===== src/rtl/branch_predictor_pkg.sv =====
// Shared constants for the branch predictor: address type, default BHT size
// and the 2-bit counter state encodings.
`ifndef BRANCH_PREDICTOR_CONSTANTS
`define BRANCH_PREDICTOR_CONSTANTS
`define ADDR_TYPE [31:0]
`define BHT_ENTRY_BITS 8
`endif

package branch_predictor_pkg;

  localparam int ADDR_W = 32;

  // Saturating counter states; the MSB is the taken prediction.
  localparam logic [1:0] CNT_STRONG_NT = 2'b00;
  localparam logic [1:0] CNT_WEAK_NT   = 2'b01;
  localparam logic [1:0] CNT_WEAK_T    = 2'b10;
  localparam logic [1:0] CNT_STRONG_T  = 2'b11;

endpackage


===== src/rtl/branch_predictor_sat_counter2.sv =====
// Next-state function of a 2-bit saturating branch counter.
module sat_counter2
  import branch_predictor_pkg::*;
(
  input  logic [1:0] cur,
  input  logic       taken,
  output logic [1:0] nxt
);

  // Step one state toward the observed outcome, saturating at both ends.
  always_comb begin
    nxt = cur;
    case (cur)
      CNT_STRONG_NT: nxt = taken ? CNT_WEAK_NT  : CNT_STRONG_NT;
      CNT_WEAK_NT:   nxt = taken ? CNT_WEAK_T   : CNT_STRONG_NT;
      CNT_WEAK_T:    nxt = taken ? CNT_STRONG_T : CNT_WEAK_NT;
      CNT_STRONG_T:  nxt = taken ? CNT_STRONG_T : CNT_WEAK_T;
      default:       nxt = cur;
    endcase
  end

endmodule


===== src/rtl/branch_predictor.sv =====
// Bimodal branch predictor: a table of 2-bit saturating counters indexed by
// PC word address, looked up by the fetcher and trained only at ROB commit.
// Optional build macro PREDICTOR_GSHARE_EN XORs a global outcome history
// into the index (gshare) for both lookup and update.
module branch_predictor
  import branch_predictor_pkg::*;
#(
  parameter int ENTRY_BITS = `BHT_ENTRY_BITS,
  parameter int HIST_BITS  = 8
) (
  input  logic             clk_in,
  input  logic             rst_in,
  input  logic             rdy_in,
  input  logic             enable_from_fetcher,
  input  logic `ADDR_TYPE  inst_pos_from_fetcher,
  output logic             valid_to_fetcher,
  output logic             predict_jump_to_fetcher,
  input  logic             enable_from_rob,
  input  logic             jump_result_from_rob,
  input  logic `ADDR_TYPE  inst_pos_from_rob
);

  localparam int ENTRIES = 1 << ENTRY_BITS;

  logic [1:0]            bht [ENTRIES];
  logic [ENTRY_BITS-1:0] fetch_idx;
  logic [ENTRY_BITS-1:0] rob_idx;
  logic [1:0]            rob_cnt;
  logic [1:0]            rob_cnt_nxt;
  logic                  upd_fire;

  // Byte offset and bits above the index never influence the prediction.
  logic unused_pc_bits;
  assign unused_pc_bits = ^{inst_pos_from_fetcher[ADDR_W-1:ENTRY_BITS+2],
                            inst_pos_from_fetcher[1:0],
                            inst_pos_from_rob[ADDR_W-1:ENTRY_BITS+2],
                            inst_pos_from_rob[1:0]};

  assign upd_fire = rdy_in && enable_from_rob;

`ifdef PREDICTOR_GSHARE_EN
  logic [HIST_BITS-1:0]  hist;
  logic [ENTRY_BITS-1:0] hist_ext;

  // Zero-extend (or truncate) the history to index width.
  always_comb begin
    hist_ext = '0;
    for (int i = 0; i < HIST_BITS && i < ENTRY_BITS; i++) hist_ext[i] = hist[i];
  end

  assign fetch_idx = inst_pos_from_fetcher[ENTRY_BITS+1:2] ^ hist_ext;
  assign rob_idx   = inst_pos_from_rob[ENTRY_BITS+1:2] ^ hist_ext;

  // Shift each committed outcome into the history LSB.
  always_ff @(posedge clk_in) begin
    if (rst_in)        hist <= '0;
    else if (upd_fire) hist <= {hist[HIST_BITS-2:0], jump_result_from_rob};
  end
`else
  localparam int unused_hist_bits = HIST_BITS;

  assign fetch_idx = inst_pos_from_fetcher[ENTRY_BITS+1:2];
  assign rob_idx   = inst_pos_from_rob[ENTRY_BITS+1:2];
`endif

  assign rob_cnt = bht[rob_idx];

  sat_counter2 u_sat_counter2 (
    .cur   (rob_cnt),
    .taken (jump_result_from_rob),
    .nxt   (rob_cnt_nxt)
  );

  // Counter table: reset to weak-not-taken, trained only by ROB commits.
  always_ff @(posedge clk_in) begin
    if (rst_in) begin
      for (int i = 0; i < ENTRIES; i++) bht[i] <= CNT_WEAK_NT;
    end else if (upd_fire) begin
      bht[rob_idx] <= rob_cnt_nxt;
    end
  end

  // Registered lookup; reads the table before any same-edge update lands.
  always_ff @(posedge clk_in) begin
    if (rst_in) begin
      valid_to_fetcher        <= 1'b0;
      predict_jump_to_fetcher <= 1'b0;
    end else if (rdy_in) begin
      valid_to_fetcher <= enable_from_fetcher;
      if (enable_from_fetcher) predict_jump_to_fetcher <= bht[fetch_idx][1];
    end
  end

endmodule


===== config.mk =====
export PLATFORM = sky130hd
export DESIGN_NAME = branch_predictor
export DESIGN_NICKNAME = d
export VERILOG_FILES = /design/src/rtl/branch_predictor_pkg.sv /design/src/rtl/branch_predictor_sat_counter2.sv /design/src/rtl/branch_predictor.sv
export SDC_FILE = /design/constraint.sdc
export NUM_CORES = 1
export LEC_CHECK = 0
export ABC_AREA = 0
export CORE_AREA = 2 2 263 265
export CTS_CLUSTER_DIAMETER = 80
export DETAILED_ROUTE_END_ITERATION = 10
export DIE_AREA = 0 0 265 267
export GPL_TIMING_DRIVEN = 0
export PLACE_DENSITY = 0.68
export REMOVE_ABC_BUFFERS = 1
export SETUP_SLACK_MARGIN = 0.02
export SLEW_MARGIN = 20
export SYNTH_ARGS = -nofsm -noshare
export SYNTH_HDL_FRONTEND = slang
export SYNTH_HIERARCHICAL = 1
export SYNTH_SLANG_ARGS = --single-unit

===== constraint.sdc =====
create_clock -name clk_in -period 4.2 [get_ports clk_in]
set_input_delay 0.42 -clock clk_in [delete_from_list [all_inputs] [get_ports clk_in]]
set_output_delay 0.42 -clock clk_in [all_outputs]
set_load 0.02 [all_outputs]

==> run_results.csv <==
group,metric,value,unit
run_status,outcome,"complete, but fails checks",
run_status,failed_checks,"negative setup slack",
finish,nNetsFinal,2041,
routing,wire_per_inst,30.06,um
timing,setup_slack,-19.40,ps
setup_path,worstPathRequired,4530,ps
synthesis,synthesis.yosys.warnings,6,
finish,fin_area,0.03065,mm2
finish,antenna_cells,0,
synthesis,synth.yosys.seq_area_share,57.31,%
place,dpl.cell_count,2784,
place,detailed_place.area,0.02841,mm2
routing,detailroute.via_count,19000,
cts,clock_tree.root_cell,"clkbuf_16",
floorplan,die_w,265,um
synthesis,fraction_of_post_synthesis_cell_area_in_the_top_cell_type_by_area,57.16,%
setup_path,critical_path.endpoint_type,"flip-flop",
global_routing,first_global_vias,19030,
synthesis,netlist_top_cells_count,"edfxtp_1, nand2_1, nor2_1",
pwr,vdd_ir_drop_max,0.3362,mV
synthesis,ys_ff_latch,514,
finish,layoutNonFillerInstCount,2899,
cts,h-tree-depth,2,
worst_hold_path,class_of_the_worst_hold_path,"in2reg",
timing,maxSlewViolCount,0,
synthesis,yosysUniqueCellTypes,60,
cts,total_clock_buffers_created_by_cts,54,
timing,tightest_slew,1100,ps
global_routing,overflow,0,
finish,fill_cells,5918,
routing,postRouteWirelength,87140,um
routing,drt_pre_antenna_iters,7,
routing,viasPerCell,6.552,
place,dpl.hpwl,53890,um
setup_path,kind_of_launch_point_of_the_worst_setup_path,"primary input",
pwr,power.density_cell_area,386.5,mW/mm2
cts,clock_tree_from_tritoncts,"done",
synthesis,synth_area_per_cell,13.05,um2
synthesis,postSynth.topFlopCell,"edfxtp_1",
cts,cts.clk_slew.worst_paths,60,ps
place,place.port_buffers,23,
timing,finalHoldWorstSlack,361.6,ps
global_routing,globalRouteTotalUtil,24.60,%
floorplan,die-height,267,um
floorplan,start_util,39.56,%
pwr,post-layout-total-power,0.01185,W
cts,total_clock_sinks,514,
floorplan,design.die.area,0.07076,mm2
floorplan,pin_count,72,
cts,worst_skew_pair.late_latency,610,ps
timing,maxSlewHeadroom,26.63,%
global_routing,grt_start_max_net_pins,128,
setup_path,cp_data_arrival_time,4550,ps
synthesis,synthArstFlopShare,0,%
routing,route.antenna.remaining_nets,0,
routing,drt-initial-drc-count,3086,
timing,fin_crit,4219,ps
cts,cts_buffer_depth,3,
timing,clock.fmax,237.0,MHz
synthesis,yosys.cell_count.top_type,"edfxtp_1",
finish,area_growth,13.95,%
floorplan,std_cell_rows,96,
synthesis,synth_edf_count,512,
global_routing,grt_pass1_wl,126400,um
timing,final-setup-viol-count,3,
synthesis,synthDominantAreaCellType,"edfxtp_1",
setup_path,critPathMaxFanout,21,
routing,remaining_drc_errors,0,
setup_path,critical_path_class,"in2reg",
flow_run,maxCapViolations,0,
synthesis,synth.cell_area,0.02690,mm2
timing,rsz_0062_raised_after_global_routing,"true",
global_routing,antenna_violations_before_repair,2,
finish,drive_gt1_share,22.26,%
place,gp_congestion,0.8929,
place,detailedPlace.worstSlack,-1784,ps
timing,clock-skew-final,20.61,ps
pwr,p_leak,9.420,nW
synthesis,yosys-top-cells-area,"edfxtp_1, mux4_2, a21o_1",
timing,hold_viol,0,
synthesis,netlist_instances,2061,
timing,min_period_over_period,100.5,%
cts,holdBufCountCts,0,
floorplan,floorplan.core_area,0.06799,mm2
[worst paths after layout]
path | from | endpoint | slack (ps) | depth (start not counted)
worst max-delay path | inst_pos_from_rob[6] | bht[192][0]$_SDFFCE_PN1P_ | -20 | 12
worst min-delay path | rst_in | bht[45][1]$_SDFFCE_PN0P_ | 360 | 2
worst max register to register | bht[255][1]$_SDFFCE_PN0P_ | bht[192][0]$_SDFFCE_PN1P_ | 110 | 10
worst min register to register | valid_to_fetcher$_SDFFE_PP0P_ | valid_to_fetcher$_SDFFE_PP0P_ | 480 | 2
[repair_timing]
action,in CTS,in global routing
resized for setup,40,17
pin swaps,4,1
setup buffers,7,1
gates cloned,3,2
endpoints found under the setup margin,512,437
[registers in the layout, summed over array words and instances, names as in the netlist]
signal	cells
bht	512
predict_jump_to_fetcher	1
valid_to_fetcher	1
[through the flow]
stage          utilization [%]  TNS [ps]
2_1_floorplan                -         0
3_3_place_gp             40.01  -8808950
3_5_place_dp             41.79   -696740
4_1_cts                  44.87         0
5_1_grt                  45.08    -4.203
6_report                 45.08    -31.11
[power breakdown]
group	internal [W]	switching (W)	total [W]
logic	0.000432	0.000687	0.00112
clock network	0.00290	0.00206	0.00496
registers	0.00572	0.0000487	0.00577
total	0.00905	0.00280	0.0118
[worst max-delay path, stage by stage]
cell and delay, ps:
clkdlybuf4s15_2 490, nor2b_1 620, and2_2 590, a221oi_1 260, a31oi_1 390, a21oi_1 130
nand4_1 170, inv_1 90, maj3_4 450, buf_4 220, nor2_2 550, nand2_1 150
[cell type report]
type,instances,area (um2),area share [%]
well taps,882,1104,3.601
multi-input cells,1306,10820,35.31
clock inverters,36,352.8,1.151
inverters,7,26.28,0.08574
flip-flops and latches,514,15410,50.30
repair buffers,88,1466,4.785
clock buffers,66,1460,4.764
[layout by cell type (no fill, tap or decap), types with 9 or more instances in the layout]
cell and instances:
clkdlybuf4s50_1 9, o21bai_1 96, clkbuf_16 59, clkinv_1 12, buf_12 17, clkbuf_1 9, a211oi_1 10, nand3_1 16
nand2_1 303, edfxtp_1 512, a22o_1 13, nor2_4 21, buf_16 20, mux2i_1 24, nand2_2 12, nand4_1 12
a21oi_1 9, nor2b_1 14, clkinv_2 16, nor2_1 271, mux2_2 9, a22oi_1 10, mux4_2 196, a21o_1 158
buf_4 16
[logic make-up (layout without fill, tap and decap cells)]
family                     Yosys count  after routing  share of synthesized area [%]
buffers and inverters              241            197                          3.917
DFF                                514            514                          57.31
adders and majority gates            2              2                        0.08373
and+or+nand+nor                    731            731                          11.41
AOI/OAI and AO/OA                  344            344                          9.593
muxes                              229            229                          17.68
[per-layer routing]
| layer | global-route usage (%) | wire, um | vias to the layer above |
|---|---|---|---|
| met4 | 12.87 | 5598 | 4 |
| met5 | 0 | 21 | - |
| li1 | - | - | 7584 |
| met1 | 31.49 | 29710 | 9412 |
| met2 | 37.45 | 38280 | 1613 |
| met3 | 7.925 | 13540 | 382 |
Power figures use the tool's default switching activity.
